--- config.mk ---
export PLATFORM = sky130hd
export DESIGN_NAME = btn_conditioner_flat
export DESIGN_NICKNAME = d
export VERILOG_FILES = /design/src/rtl/btn_conditioner_if.sv /design/src/rtl/btn_conditioner.sv /design/src/flat_wrapper.sv
export SDC_FILE = /design/constraint.sdc
export NUM_CORES = 1
export LEC_CHECK = 0
export ABC_CLOCK_PERIOD_IN_PS = 3600
export CAP_MARGIN = 0
export CORE_MARGIN = 3
export CORE_UTILIZATION = 55
export DETAILED_ROUTE_END_ITERATION = 10
export GPL_ROUTABILITY_DRIVEN = 0
export PLACE_DENSITY = 0.7
export SYNTH_ARGS = -nofsm -noshare
export SYNTH_HDL_FRONTEND = slang
export SYNTH_SLANG_ARGS = --single-unit
--- constraint.sdc ---
create_clock -name clk -period 3.6 [get_ports clk]
set_input_delay 0.72 -clock clk [delete_from_list [all_inputs] [get_ports clk]]
set_output_delay 0.72 -clock clk [all_outputs]
set_load 0.01 [all_outputs]
--- src/rtl/btn_conditioner_if.sv ---
// Button conditioner signal bundle.
//   btn_up_raw / btn_down_raw : raw, asynchronous, possibly bouncing button inputs
//   up / down                 : registered single-cycle count pulses
//   btn_level                 : debounced button levels {down, up}
// master: the side that owns the buttons and consumes the pulses.
// slave : the conditioner itself.
interface btn_conditioner_if;
  logic       btn_up_raw;
  logic       btn_down_raw;
  logic       up;
  logic       down;
  logic [1:0] btn_level;

  modport master (
    output btn_up_raw,
    output btn_down_raw,
    input  up,
    input  down,
    input  btn_level
  );

  modport slave (
    input  btn_up_raw,
    input  btn_down_raw,
    output up,
    output down,
    output btn_level
  );
endinterface

--- src/rtl/btn_conditioner.sv ---
// Push-button conditioner for the seconds counter.
// Each of the two buttons (index 0 = up, index 1 = down) is passed through a
// 2-flop synchroniser, a counting debouncer and a press/hold/auto-repeat FSM.
// The output stage turns FSM pulse requests into registered single-cycle
// up/down pulses, and drops both while both buttons are held.
//   clk : system clock, rising edge
//   rst : asynchronous active-high reset
//   bus : btn_conditioner_if.slave (raw buttons in, pulses and levels out)
// DEB_CYCLES must be >= 1; HOLD_CYCLES and REPEAT_CYCLES must be >= 1 and
// DEB_CYCLES, HOLD_CYCLES, REPEAT_CYCLES must all be < 2**CW.
module btn_conditioner #(
  parameter int unsigned DEB_CYCLES    = 4,
  parameter int unsigned HOLD_CYCLES   = 50,
  parameter int unsigned REPEAT_CYCLES = 10,
  parameter int unsigned CW            = 8
) (
  input  logic              clk,
  input  logic              rst,
  btn_conditioner_if.slave  bus
);

  localparam logic [1:0] ST_IDLE   = 2'd0;
  localparam logic [1:0] ST_HOLD   = 2'd1;
  localparam logic [1:0] ST_REPEAT = 2'd2;

  // The level flips on the clock where the mismatch count would reach
  // DEB_CYCLES, so the compare value is one less.
  localparam logic [CW-1:0] DEB_LAST = CW'(DEB_CYCLES - 1);
  localparam logic [CW-1:0] HOLD_LD  = CW'(HOLD_CYCLES);
  localparam logic [CW-1:0] REP_LD   = CW'(REPEAT_CYCLES);
  localparam logic [CW-1:0] TMR_ONE  = CW'(1);

  logic [1:0] raw;
  logic [1:0] lvl;
  logic [1:0] req;
  logic       conflict;

  assign raw = {bus.btn_down_raw, bus.btn_up_raw};

  for (genvar ch = 0; ch < 2; ch++) begin : g_chan
    logic          sync1;
    logic          sync2;
    logic          lvl_q;
    logic [CW-1:0] deb_cnt;
    logic [1:0]    state;
    logic [1:0]    state_n;
    logic [CW-1:0] tmr;
    logic [CW-1:0] tmr_n;
    logic          req_c;

    // Two-flop synchroniser for the asynchronous button input.
    always_ff @(posedge clk or posedge rst) begin
      if (rst) begin
        sync1 <= 1'b0;
        sync2 <= 1'b0;
      end else begin
        sync1 <= raw[ch];
        sync2 <= sync1;
      end
    end

    // Debouncer: any cycle of agreement restarts the count, so only a run of
    // DEB_CYCLES consecutive disagreeing samples moves the level.
    always_ff @(posedge clk or posedge rst) begin
      if (rst) begin
        lvl_q   <= 1'b0;
        deb_cnt <= '0;
      end else if (sync2 != lvl_q) begin
        if (deb_cnt == DEB_LAST) begin
          lvl_q   <= ~lvl_q;
          deb_cnt <= '0;
        end else begin
          deb_cnt <= deb_cnt + 1'b1;
        end
      end else begin
        deb_cnt <= '0;
      end
    end

    // Press / hold / auto-repeat. A low level is checked first so that a
    // release always wins over a timer expiring in the same cycle. The
    // request is combinational so the registered output lands one clock
    // after the debounced level rises.
    always_comb begin
      state_n = state;
      tmr_n   = tmr;
      req_c   = 1'b0;
      if (!lvl_q) begin
        state_n = ST_IDLE;
        tmr_n   = '0;
      end else begin
        case (state)
          ST_IDLE: begin
            req_c   = 1'b1;
            tmr_n   = HOLD_LD;
            state_n = ST_HOLD;
          end
          ST_HOLD: begin
            if (tmr == TMR_ONE) begin
              req_c   = 1'b1;
              tmr_n   = REP_LD;
              state_n = ST_REPEAT;
            end else begin
              tmr_n = tmr - 1'b1;
            end
          end
          ST_REPEAT: begin
            if (tmr == TMR_ONE) begin
              req_c = 1'b1;
              tmr_n = REP_LD;
            end else begin
              tmr_n = tmr - 1'b1;
            end
          end
          default: begin
            state_n = ST_IDLE;
            tmr_n   = '0;
          end
        endcase
      end
    end

    always_ff @(posedge clk or posedge rst) begin
      if (rst) begin
        state <= ST_IDLE;
        tmr   <= '0;
      end else begin
        state <= state_n;
        tmr   <= tmr_n;
      end
    end

    assign lvl[ch] = lvl_q;
    assign req[ch] = req_c;
  end

  // Both FSMs keep running while both buttons are held; their requests are
  // simply discarded here rather than queued.
  assign conflict = lvl[0] & lvl[1];

  always_ff @(posedge clk or posedge rst) begin
    if (rst) begin
      bus.up   <= 1'b0;
      bus.down <= 1'b0;
    end else begin
      bus.up   <= req[0] & ~lvl[1] & ~conflict;
      bus.down <= req[1] & ~lvl[0] & ~conflict;
    end
  end

  // The debounced level registers are already flops; exported directly.
  assign bus.btn_level = lvl;

endmodule

--- src/flat_wrapper.sv ---
// flat-port wrapper written by rule: the top's interface ports become plain ports
module btn_conditioner_flat 
#(
  parameter int unsigned DEB_CYCLES    = 4,
  parameter int unsigned HOLD_CYCLES   = 50,
  parameter int unsigned REPEAT_CYCLES = 10,
  parameter int unsigned CW            = 8
)
  (clk, rst, bus_btn_up_raw, bus_btn_down_raw, bus_up, bus_down, bus_btn_level);
  btn_conditioner_if bus_i ();
  input  logic clk;
  input  logic rst;
  input wire logic [$bits(bus_i.btn_up_raw)-1:0] bus_btn_up_raw;
  input wire logic [$bits(bus_i.btn_down_raw)-1:0] bus_btn_down_raw;
  output wire logic [$bits(bus_i.up)-1:0] bus_up;
  output wire logic [$bits(bus_i.down)-1:0] bus_down;
  output wire logic [$bits(bus_i.btn_level)-1:0] bus_btn_level;
  assign bus_i.btn_up_raw = bus_btn_up_raw;
  assign bus_i.btn_down_raw = bus_btn_down_raw;
  assign bus_up = bus_i.up;
  assign bus_down = bus_i.down;
  assign bus_btn_level = bus_i.btn_level;
  btn_conditioner #(.DEB_CYCLES(DEB_CYCLES), .HOLD_CYCLES(HOLD_CYCLES), .REPEAT_CYCLES(REPEAT_CYCLES), .CW(CW)) u_core (.clk(clk), .rst(rst), .bus(bus_i));
endmodule
==> impl_metrics.tcl, run 1 <==
set metrics [dict create \
    status "complete, no violations" \
    cp.arrival_ns 1.44 \
    wire_per_inst_um 14.7 \
    drv_slew 0 \
    setup_slack_ns 1.44 \
    drv_cap 0 \
    die_w_um 70.4 \
    min_from "u_core.g_chan[0].sync1" \
    rsz0062_at_grt "false" \
    ys_async_sr_fraction_pct 100 \
    final_area_um2 2480 \
    synthTopCellsByArea "dfrtp_1, ha_1, xnor2_1" \
    drt_iter0_markers 48 \
    rows 22 \
    post-dp-hpwl_um 3060 \
    insertion_delay_ns 0.30 \
    seqPwrFrac_pct 42.2 \
    fin_crit_sh_pct 59.9 \
    timing.rr.start "u_core.g_chan[1].deb_cnt[0]" \
    clk_pin_slew_worst_paths_ns 0.08 \
    fin_tns_setup_ns 0 \
    cpPeakStageDelay_ns 0.60 \
    post_synth_instance_area_um2 2280 \
    switchingPower_uw 707 \
    routed_wl_um 4110 \
    dpl_cell_area_um2 2390 \
    relSlewSlack_pct 29.8 \
    ys_seq_area_share_pct 48.3 \
    viasPerCell 5.85 \
    yosysTopAreaCellShare_pct 48.3 \
    startpoint "u_core.g_chan[1].lvl_q" \
    synth_ff_type "dfrtp_1" \
    die_h_um 70.4 \
    synth_edf_count 0 \
    grt-ovfl-total 0 \
    finalCriticalPeriod_ns 2.16 \
    critPathLaunchType "flip-flop" \
    grt_start_max_net_pins 30 \
    hold_buffers 0 \
    endpoint_kind "output port" \
    hp-class "flip-flop to flip-flop" \
    clock_power_share_pct 17.0 \
    hold_viol 0 \
    combPwrFrac_pct 40.7 \
    track_usage_pct 18.3 \
    path_delay_family "buffers and inverters" \
    synthCells 220 \
    layout-drive-gt1-share_pct 6.93 \
    clock_skew_ns 0.00889 \
    ir_worst_vdd_mv 0.441 \
    grt_pass1_wl_um 7360 \
    cts_tree "done" \
    cellPowerDensity_nw_per_um2 738 \
    core_area_um2 3830 \
    cts_buffers 5 \
    cts_setup_buffers 0 \
    drtPass1Iterations 4 \
    syn_nets 239 \
    path_class "flip-flop to output port" \
    p_int_mw 1.13 \
    worst_slew_pin_slew_ns 1.05 \
    crit_fanout 11 \
    cts_resized 0 \
    start_util_pct 59.6 \
    synth_top_area_cell "dfrtp_1" \
    post-place-ws_ns 1.37 \
    fin_nets 249 \
    ant_nets 0 \
    drc_errors 0 \
    leakage_nw 1.10 \
    io_buffers 7 \
    dp_cells 271 \
    antenna_cells 0 \
    crit_required_ns 2.88 \
    slowest_stage "clkdlybuf4s50_1" \
    ctsHtreeMaxLevel 2 \
    swShare_pct 38.5 \
    io_pins 8 \
    setup_viol 0 \
    finalPower_mw 1.83 \
    dieArea_um2 4960 \
    yosysWarnings 0 \
    synth.distinct_cells 38 \
    vias 1632 \
    ys_ff_latch 44 \
    clock_path_buffers 2 \
    grt_pass1_vias 1664 \
    avgSynthCellArea_um2 10.4 \
    most-common-layout-cells "dfrtp_1, inv_1, o21ai_0, nor2_1, ha_1" \
    area_delta_synth_final_pct 8.94 \
    path_buf_inv 1 \
    cts_root_buffer "clkbuf_8" \
    clock.fmax_mhz 464 \
    finalNonFillerCells 279 \
    clock-sinks 44 \
    final_common_cell "dfrtp_1" \
    worstPathCellList "clkdlybuf4s50_1" \
    antenna_found_initial 0 \
]
==> cells by family after synthesis <==
logic type	count (synthesis)	synth area share, %
simple gates	76	19.0
fa+ha+maj	15	8.23
compound gates	45	13.1
flops	44	48.3
buf+inv	21	3.78
xor+xnor	14	5.38
mux	5	2.25
==> flip-flops by register name, summed over array words and instances, names as in the netlist <==
name	count
u_core.g_chan.state	4
u_core.g_chan.sync1	2
u_core.g_chan.deb_cnt	16
u_core.g_chan.tmr	16
u_core.g_chan.lvl_q	2
u_core.g_chan.sync2	2
u_core.bus.down	1
u_core.bus.up	1
==> final cells by class <==
class	instances	area, µm²
fillers	297	1340
flip-flops and latches	44	1100
multi-input cells	155	1090
clock buffers	6	82.6
repair buffers	8	77.6
inverters	16	60.1
well taps	48	60.1
clock inverters	2	10.0
==> per-layer routing <==
layer	vias up	GRT usage, %	wire length, µm
met5	-	0	0
met4	0	4.04	31
met3	5	5.04	118
met2	21	32.4	2080
met1	807	21.9	1880
li1	799	-	-
==> path summary, 6_finish.rpt <==
check | to | slack (ns) | depth (start not counted)
setup reg to reg | u_core.g_chan[1].lvl_q | 1.71 | 4
max in group asynchronous | u_core.g_chan[0].sync2 | 1.80 | 3
setup / recovery | bus_btn_level[1] | 1.44 | 1
min in group asynchronous | u_core.g_chan[0].tmr[1] | 0.99 | 2
hold reg to reg | u_core.g_chan[0].sync2 | 0.36 | 0
hold / removal | u_core.g_chan[0].sync2 | 0.36 | 0
==> power by group through the flow <==
stage,registers (mW),logic (mW),clock network [mW]
after floorplan,0.720,0.627,0
after global placement,0.769,0.719,0
after detailed placement,0.783,0.750,0
after CTS,0.772,0.754,0.322
after global routing,0.799,0.847,0.346
final,0.775,0.747,0.312
==> Yosys cell counts (2+ instances only) <==
cell,count
a22oi_1,2
xor2_1,5
nand3b_1,5
ha_1,15
nand3_1,9
o41a_1,2
or2_2,2
or4_1,4
mux2i_1,4
inv_1,16
o32a_1,2
a21boi_0,2
nand2b_1,2
dfrtp_1,44
nand2_1,12
o31ai_1,3
xnor2_1,9
buf_4,2
nand4b_1,3
nor2_1,15
or3_1,8
a21o_1,2
a21oi_1,14
nor4_1,3
o21ai_0,15
clkbuf_1,3
nor3_1,2
nand4_1,2
nor3b_1,4
==> metrics by stage <==
step | util [%] | hold slack (ns)
finish | 64.9 | 0.363
global route | 64.9 | 0.383
CTS | 64.9 | 0.366
detailed placement | 62.5 | 0.348
global placement | 62.5 | 0.346
floorplan | - | 0.331
Note: power is estimated with default switching activity, not from simulation.
==> run 2, diff against run 1 <==
Settings changed: ABC_CLOCK_PERIOD_IN_PS 3600 to 1900, CORE_UTILIZATION 55 to 54, PLACE_DENSITY 0.7 to 0.72.
Clock period 3.6 ns to 1.9 ns, I/O delays scaled along.
==> impl_metrics.tcl, run 2 (synthesis results as in run 1) <==
set metrics [dict create \
    leakage_nw 1.14 \
    final_area_um2 2580 \
    clock_path_buffers 2 \
    min_from "u_core.g_chan[1].sync1" \
    core_area_um2 3850 \
    routed_wl_um 4050 \
    wire_per_inst_um 14.2 \
    multiInputGateArea_um2 1100 \
    drtPass1Iterations 4 \
    antenna_found_initial 0 \
    fin_nets 256 \
    top_regs "u_core.g_chan.deb_cnt x16, u_core.g_chan.tmr x16, u_core.g_chan.state x4" \
    grt-ovfl-total 0 \
    cellPowerDensity_nw_per_um2 1440 \
    post-dp-hpwl_um 2940 \
    final_common_cell "dfrtp_1" \
    worst_slew_pin_slew_ns 0.470 \
    ant_nets 0 \
    cts_tree "done" \
    cts_buffers 5 \
    clock_skew_ns 0.00858 \
    crit_fanout 5 \
    rows 22 \
    drt_iter0_markers 105 \
    most-common-layout-cells "dfrtp_1, inv_1, o21ai_0, nor2_1, ha_1" \
    whs_path_depth 0 \
    fillCellCount 291 \
    dieArea_um2 5040 \
    start_util_pct 59.2 \
    clk_pin_slew_worst_paths_ns 0.09 \
    status "complete, no violations" \
    die_h_um 71.0 \
    grt_start_max_net_pins 45 \
    vias 1633 \
    fin_tns_setup_ns 0 \
    rr_worst_depth 5 \
    clock-sinks 44 \
    setup_viol 0 \
    grt_pass1_vias 1598 \
    drv_cap 0 \
    io_buffers 7 \
    hold_viol 0 \
    antenna_cells 0 \
    insertion_delay_ns 0.30 \
    area_delta_synth_final_pct 13.1 \
    setup_slack_ns 0.0933 \
    rsz0062_at_grt "false" \
    seq_area_um2 1100 \
    die_w_um 71.0 \
    io_pins 8 \
    hold_buffers 0 \
    cts_root_buffer "clkbuf_8" \
    drv_slew 0 \
    layout-drive-gt1-share_pct 10.5 \
    dpl_cell_area_um2 2440 \
    relSlewSlack_pct 68.6 \
    r2r_end "u_core.g_chan[1].deb_cnt[5]" \
    track_usage_pct 17.9 \
    hp-class "flip-flop to flip-flop" \
    timing.rr.start "u_core.g_chan[1].deb_cnt[0]" \
    crit_required_ns 2.08 \
    ir_worst_vdd_mv 0.746 \
    viasPerCell 5.71 \
    grt_pass1_wl_um 7230 \
    fin_crit_sh_pct 95.1 \
    critPathLaunchType "flip-flop" \
    cp.arrival_ns 1.99 \
    finalCriticalPeriod_ns 1.81 \
    hold-path-endpoint "u_core.g_chan[1].sync2" \
    drc_errors 0 \
    post-place-ws_ns 0.0194 \
    clock.fmax_mhz 554 \
    ctsHtreeMaxLevel 2 \
    path_class "flip-flop to flip-flop" \
    r2r_slack_ns 0.09 \
    endpoint_kind "flip-flop" \
]
-- run 2: power breakdown --
| part | total (mW) | internal, mW | switching [mW] |
|---|---|---|---|
| logic | 1.58 | 0.793 | 0.791 |
| registers | 1.42 | 1.16 | 0.264 |
| clock network | 0.702 | 0.389 | 0.313 |
-- run 2: layer usage --
metal  vias up  GRT usage (%)  routed length, µm
met1       803           22.4               1900
met2        13           30.4               2030
li1        813              -                  -
met3         4           4.69                 89
met5         -              0                  0
met4         0           5.43                 32
-- run 2: per-stage QoR --
stage	hold WS, ns	instances	total power, mW	util, %
after floorplan	0.331	220	2.55	-
after CTS	0.354	284	3.70	66.3
after global routing	0.359	286	4.02	66.9
after global placement	0.332	276	2.90	63.4
final	0.349	286	3.71	66.9
after detailed placement	0.336	276	2.99	63.4
-- run 2: cell type report --
class,count,share of cell area [%]
well taps,48,2.33
inverters,16,2.33
multi-input cells,155,42.8
repair buffers,15,5.53
clock inverters,3,1.65
clock buffers,5,2.67
flip-flops and latches,44,42.7
-- run 2: worst max-delay path by stage --
stage	from	endpoint	slack, ns	cells past startpoint
floorplan	u_core.g_chan[1].deb_cnt[0]	u_core.g_chan[1].lvl_q	0.13	4
global placement	u_core.g_chan[1].deb_cnt[0]	u_core.g_chan[1].lvl_q	0.15	4
finish	u_core.g_chan[1].deb_cnt[0]	u_core.g_chan[1].deb_cnt[5]	0.09	5
detailed placement	u_core.g_chan[1].deb_cnt[0]	u_core.g_chan[1].lvl_q	0.02	4
global route	u_core.g_chan[1].deb_cnt[0]	u_core.g_chan[1].deb_cnt[5]	0.02	5
CTS	u_core.g_chan[1].deb_cnt[0]	u_core.g_chan[1].lvl_q	0.004	4
-- run 2: what timing repair did --
item,4_1_cts,5_1_grt
endpoints found under the setup margin,0,2
setup buffers,0,2
gates resized for setup,0,2
-- run 2: worst max-delay path, stage by stage (launching register included) --
cell	delay, ns
dfrtp_1	0.42
ha_1	0.19
or4b_4	0.50
o41ai_4	0.36
buf_4	0.18
a21oi_1	0.05
==> run 3, diff against run 2 <==
Settings changed: CORE_UTILIZATION 54 to 55, DONT_BUFFER_PORTS set to 1, PLACE_DENSITY 0.72 to 0.7.
==> impl_metrics.tcl, run 3 (synthesis results as in run 1) <==
set metrics [dict create \
    status "complete, no violations" \
    drtPass1Iterations 4 \
    multiInputGateArea_um2 1100 \
    viasPerCell 5.85 \
    area_delta_synth_final_pct 10.0 \
    rsz0062_at_grt "false" \
    grt_start_max_net_pins 45 \
    leakage_nw 1.12 \
    drt_iter0_markers 131 \
    hp-class "input pin to flip-flop" \
    final_common_cell "dfrtp_1" \
    grt-ovfl-total 0 \
    finalCriticalPeriod_ns 1.81 \
    worstPathCellList "ha_1, or4b_1, o41ai_4, buf_4, a21oi_1" \
    crit_fanout 8 \
    clock.fmax_mhz 551 \
    wire_per_inst_um 14.5 \
    finalPower_mw 3.75 \
    fillCellCount 303 \
    grt_pass1_vias 1635 \
    drv_slew 0 \
    most-common-layout-cells "dfrtp_1, inv_1, o21ai_0, nor2_1, ha_1" \
    dieArea_um2 4960 \
    dpl_cell_area_um2 2360 \
    final_area_um2 2510 \
    fin_crit_sh_pct 95.5 \
    endpoint_kind "flip-flop" \
    hold_buffers 0 \
    relSlewSlack_pct 64.6 \
    track_usage_pct 17.9 \
    critPathLaunchType "flip-flop" \
    fin_util_pct 65.6 \
    cp.arrival_ns 1.99 \
    hold_viol 0 \
    die_w_um 70.4 \
    io_buffers 0 \
    vias 1627 \
    clock_skew_ns 0.0115 \
    grt_pass1_wl_um 7230 \
    layout-drive-gt1-share_pct 10.0 \
    clock-sinks 44 \
    routed_wl_um 4030 \
    start_util_pct 59.6 \
    holdWs_ns 0.115 \
    top_regs "u_core.g_chan.deb_cnt x16, u_core.g_chan.tmr x16, u_core.g_chan.state x4" \
    post-dp-hpwl_um 2880 \
    ir_worst_vdd_mv 0.691 \
    drv_cap 0 \
    cts_root_buffer "clkbuf_8" \
    cpPeakStageDelay_ns 0.53 \
    rows 22 \
    worst_slew_pin_slew_ns 0.531 \
    path_class "flip-flop to flip-flop" \
    crit_required_ns 2.08 \
    antenna_cells 0 \
    fin_tns_setup_ns 0 \
    ctsHtreeMaxLevel 2 \
    insertion_delay_ns 0.29 \
    seq_area_um2 1100 \
    clock_path_buffers 2 \
    io_pins 8 \
    cts_tree "done" \
    core_area_um2 3830 \
    cts_buffers 5 \
    clk_pin_slew_worst_paths_ns 0.08 \
    drc_errors 0 \
    path_buf_inv 1 \
    cellPowerDensity_nw_per_um2 1490 \
    setup_viol 0 \
    fin_nets 249 \
    slowest_stage "or4b_1" \
    ant_nets 0 \
    die_h_um 70.4 \
    antenna_found_initial 0 \
    path_delay_family "simple AND/OR/NAND/NOR gates" \
]
run 3: final timing paths:
path,cells past startpoint,slack [ns],startpoint,end
min in group asynchronous,2,0.12,rst,u_core.g_chan[0].deb_cnt[6]
max in group asynchronous,2,1.42,rst,u_core.g_chan[0].state[1]
setup / recovery,5,0.09,u_core.g_chan[1].deb_cnt[0],u_core.g_chan[1].deb_cnt[5]
hold / removal,0,0.11,bus_btn_down_raw,u_core.g_chan[1].sync1
hold reg to reg,0,0.35,u_core.g_chan[0].sync1,u_core.g_chan[0].sync2
setup reg to reg,5,0.09,u_core.g_chan[1].deb_cnt[0],u_core.g_chan[1].deb_cnt[5]
run 3: per-layer routing:
metal,wire (µm),track usage [%]
met5,0,0
met4,36,4.68
met3,109,4.03
met2,2070,30.8
met1,1820,22.6
run 3: cell type report:
cell class | instances | area share [%]
Sequential cell | 44 | 43.9
Tap cell | 48 | 2.39
Multi-Input combinational cell | 155 | 43.8
Clock buffer | 5 | 2.74
Inverter | 16 | 2.39
Timing Repair Buffer | 8 | 2.39
Clock inverter | 2 | 2.39
run 3: metrics by stage:
step	instances	setup WS, ns
final	278	0.0856
after global routing	278	0.00755
after CTS	276	0.0787
after detailed placement	269	0.0903
after global placement	269	0.149
after floorplan	220	0.127
run 3: timing repair:
| item | 4_1_cts | 5_1_grt |
|---|---|---|
| setup endpoints to repair | 0 | 3 |
| gates resized for setup | 0 | 1 |
| buffers inserted | 0 | 2 |
run 3: power by group:
part | switching (mW) | internal, mW | total, mW
Clock | 0.297 | 0.517 | 0.814
Combinational | 0.735 | 0.723 | 1.46
Sequential | 0.320 | 1.16 | 1.48
Total | 1.35 | 2.40 | 3.75
